[src/rtl/pipe_skid_reg.sv]
// Two-entry elastic pipeline register with squash; 1-cycle latency, 1 word/cycle sustained.
// Backpressure: o_ready is decoded from registered state only and drops only while both entries are held.
module pipe_skid_reg #(
  parameter int DATA_WIDTH = 32
) (
  input  logic                  clk,
  input  logic                  rst,
  input  logic                  i_flush,
  input  logic                  i_valid,
  input  logic [DATA_WIDTH-1:0] i_data,
  output logic                  o_ready,
  input  logic                  i_ready,
  output logic                  o_valid,
  output logic [DATA_WIDTH-1:0] o_data,
  output logic [1:0]            o_count
);

  // State encoding doubles as the held-word count.
  localparam logic [1:0] ST_EMPTY = 2'd0;
  localparam logic [1:0] ST_BUSY  = 2'd1;
  localparam logic [1:0] ST_FULL  = 2'd2;

  logic [1:0]            state_q, state_d;
  logic [DATA_WIDTH-1:0] out_q, skid_q;
  logic                  in_fire, out_fire;
  logic                  load_out, out_from_skid, load_skid;

  assign o_valid  = (state_q != ST_EMPTY);
  assign o_ready  = rst && (state_q != ST_FULL);
  assign o_count  = state_q;
  assign o_data   = out_q;
  assign in_fire  = i_valid && o_ready;
  assign out_fire = o_valid && i_ready;

  always_comb begin
    state_d       = state_q;
    load_out      = 1'b0;
    out_from_skid = 1'b0;
    load_skid     = 1'b0;
    case (state_q)
      ST_EMPTY: begin
        if (in_fire) begin
          load_out = 1'b1;
          state_d  = ST_BUSY;
        end
      end
      ST_BUSY: begin
        if (in_fire && out_fire) begin
          load_out = 1'b1;
        end else if (in_fire) begin
          load_skid = 1'b1;
          state_d   = ST_FULL;
        end else if (out_fire) begin
          state_d = ST_EMPTY;
        end
      end
      ST_FULL: begin
        if (out_fire) begin
          load_out      = 1'b1;
          out_from_skid = 1'b1;
          state_d       = ST_BUSY;
        end
      end
      default: state_d = ST_EMPTY;
    endcase
    // Squash wins over any handshake; stale data stays put but is never marked valid.
    if (i_flush) begin
      state_d   = ST_EMPTY;
      load_out  = 1'b0;
      load_skid = 1'b0;
    end
  end

  always_ff @(posedge clk) begin
    if (!rst) begin
      state_q <= ST_EMPTY;
      out_q   <= '0;
      skid_q  <= '0;
    end else begin
      state_q <= state_d;
      if (load_out)  out_q  <= out_from_skid ? skid_q : i_data;
      if (load_skid) skid_q <= i_data;
    end
  end

endmodule

[config.mk]
export PLATFORM = sky130hd
export DESIGN_NAME = pipe_skid_reg
export DESIGN_NICKNAME = d
export VERILOG_FILES = /design/src/rtl/pipe_skid_reg.sv
export SDC_FILE = /design/constraint.sdc
export NUM_CORES = 1
export LEC_CHECK = 0
export CORE_MARGIN = 8
export CORE_UTILIZATION = 48
export CTS_CLUSTER_DIAMETER = 200
export DETAILED_ROUTE_END_ITERATION = 12
export GPL_ROUTABILITY_DRIVEN = 1
export PLACE_DENSITY = 0.79
export SLEW_MARGIN = 10
export SYNTH_ARGS = -nofsm -noshare
export SYNTH_HDL_FRONTEND = slang
export SYNTH_SLANG_ARGS = --single-unit
[constraint.sdc]
create_clock -name clk -period 2.05 [get_ports clk]
set_clock_uncertainty 0.1 [all_clocks]
set_input_delay 0.41 -clock clk [delete_from_list [all_inputs] [get_ports clk]]
set_output_delay 0.41 -clock clk [all_outputs]
set_load 0.02 [all_outputs]
==> out/results.tsv, run 1 <==
metric	value	unit
power_leakage	0.001366	uW
hold_start	skid_q[28]$_SDFFE_PN0P_	
vias	2567	
grt_max_degree	47	
yosys_warnings	0	
worstPathArrival	1410	ps
tightest_slew	385.7	ps
finalWeightedCongestion	0.7573	
worst_r2r_startpoint	o_count[0]$_SDFFE_PP0P_	
async_flop_share	0	%
instances_no_fill	496	
cts_root_buf	clkbuf_8	
dr.pass1.iters	4	
drc	0	
synth.avg_cell_area	8.375	um2
fillers	489	
maxSlewHeadroom	74.25	%
synthTopCellsByArea	dfxtp_1 (47%), nand2_1 (17%), a311oi_2 (15%)	
cp.required	1540	ps
fin_util	67.58	%
antennaDiodeCount	0	
crit_type	reg -> out	
seq_area_frac_synth	46.54	%
fin_setup_tns	0	ps
ioPinCount	73	
post-route-period-util	93.67	%
cp-end-kind	output pin	
htree_levels	3	
first_iter_violations	109	
synth_top_area_share	46.54	%
final_antenna_net_count	0	
ys_types	25	
cts_buffers	9	
netlist_instances	339	
initial_core_util	48.82	%
cts_sinks	66	
overflow	0	
rows	28	
grtUsageTotal	15.89	%
synth_edf_count	0	
viasPerCell	5.175	
clock_path_buffers	2	
path_max_fanout	8	
synth_ff_type	dfxtp_1	
r2r_cells	5	
die_x	92.91	um
antenna_found_initial	0	
die_h	92.91	um
synth_top_area_cell	dfxtp_1	
hold_end	skid_q[28]$_SDFFE_PN0P_	
finalHoldViolations	0	
maxSlewViolCount	0	
period_minus_slack	1920	ps
clock_latency	330	ps
dp_cells	482	
core_region_area	5816	um2
power.density	711.8	nW/um2
total_power	2797	uW
place_ws	-137.4	ps
drive_gt1_share	16.86	%
grt_pass1_vias	2437	
grt_setup_unrepaired	false	
status	finished clean	
path_clk_slew	60	ps
syn_nets	376	
finalNetCount	455	
min_path_cells	2	
reg2reg_to	o_data[31]$_SDFFE_PN0P_	
rrSetupSlack	390	ps
setup_viol	0	
tritoncts	built	
hpwlAfterDp	4.702	mm
synth_seq_cells	66	
port_buffers	72	
finalWorstSetupSlack	129.7	ps
startpoint_type	flip-flop	
hold_class	reg -> reg	
design.die.area	8631	um2
max_cap_violations	0	
areaGrowthSynthToFinish	38.43	%
max_freq	0.5208	GHz
drt_wl_total	6.912	mm
wl_per_cell	13.94	um
grt_pass1_wl	11.16	mm
syn_area	2839	um2
peakVddDrop	0.3967	mV
## layout by cell type (no fill, tap or decap), drive strengths merged
cell type	n
nand2	130
clkdlybuf4s50	70
dfxtp	66
a21oi	33
nor2	33
a311oi	32
buf	23
clkbuf	12
nand2b	2
nand3b	2
dlygate4sd2	2
inv	2
nor3	2
or2	1
and2	1
nand4b	1
nand4bb	1
a31oi	1
or3	1
nor2b	1
a2111oi	1
o21a	1
o22a	1
clkinvlp	1
clkinv	1
## Yosys cell counts, types with 3 or more instances
cell / n
a21oi_1: 33
nor2_1: 33
buf_4: 3
buf_2: 7
dfxtp_1: 66
clkbuf_1: 14
nand2_1: 130
a311oi_2: 28
a311oi_1: 4
buf_6: 3
## layout make-up
class | count | area (um2) | area share (%)
clock buffers | 12 | 165.2 | 4.202
clock inverters | 2 | 12.51 | 0.3184
inverters | 2 | 7.507 | 0.1910
multi-input cells | 244 | 1375 | 34.99
flip-flops and latches | 66 | 1323 | 33.65
well taps | 75 | 93.84 | 2.388
repair buffers | 95 | 953.4 | 24.26
## worst max-delay path, stage by stage, from the launching register on
cell and delay (ps):
dfxtp_1 430, nand2b_1 190, and2_1 130, dlygate4sd2_1 330
## how the worst max path moves through the flow
stage	from	slack [ps]	endpoint
2_1_floorplan	o_count[1]$_SDFFE_PP0P_	280	o_data[12]$_SDFFE_PN0P_
6_report	o_count[0]$_SDFFE_PP0P_	130	o_ready
3_5_place_dp	i_valid	-140	o_data[31]$_SDFFE_PN0P_
3_3_place_gp	rst	-90	o_ready
5_1_grt	o_count[0]$_SDFFE_PP0P_	10	o_ready
4_1_cts	o_count[0]$_SDFFE_PP0P_	90	o_ready
## power by group
group | switching, uW | internal, uW | total, uW
clock | 464 | 523 | 987
combinational | 220 | 234 | 454
sequential | 26.7 | 1330 | 1360
total | 711 | 2090 | 2800
## cell families (layout without fill, tap and decap cells)
| group | after synthesis | after routing | synth area share [%] |
|---|---|---|---|
| buffers and inverters | 29 | 111 | 5.333 |
| AO/OA/AOI/OAI | 69 | 69 | 23.49 |
| flip-flops | 66 | 66 | 46.54 |
| AND/OR/NAND/NOR | 175 | 175 | 24.64 |
## layer usage
metal  up-vias  part of all wire (%)  GRT usage (%)
li1       1301                     -              -
met4         0                   2.4          9.664
met5         -                     0              0
met3        12                   6.3          4.854
met2        60                    47          26.21
met1      1194                    44          17.58
## per-stage QoR
step	area [um2]	hold slack [ps]
after detailed placement	3754	346.7
after global routing	3930	367.2
after global placement	3754	341.5
final	3930	354.6
after floorplan	2839	336.6
after CTS	3930	356.3
## what timing repair did
action,in CTS,in global routing
setup buffers,0,0
gates resized for setup,3,0
endpoints found under the hold margin,0,0
hold buffers,0,0
endpoints found under the setup margin,2,0
## state kept, by name (all words and copies together) (netlist names)
register	flops
o_count	2
skid_q	32
o_data	32
No activity file was read; power rests on OpenSTA's default activity.
==> run 2, diff against run 1 <==
Settings changed: CTS_CLUSTER_SIZE set to 20.
==> results of run 2 <==
The final DEF is identical to that of run 1; final timing and power are the same.
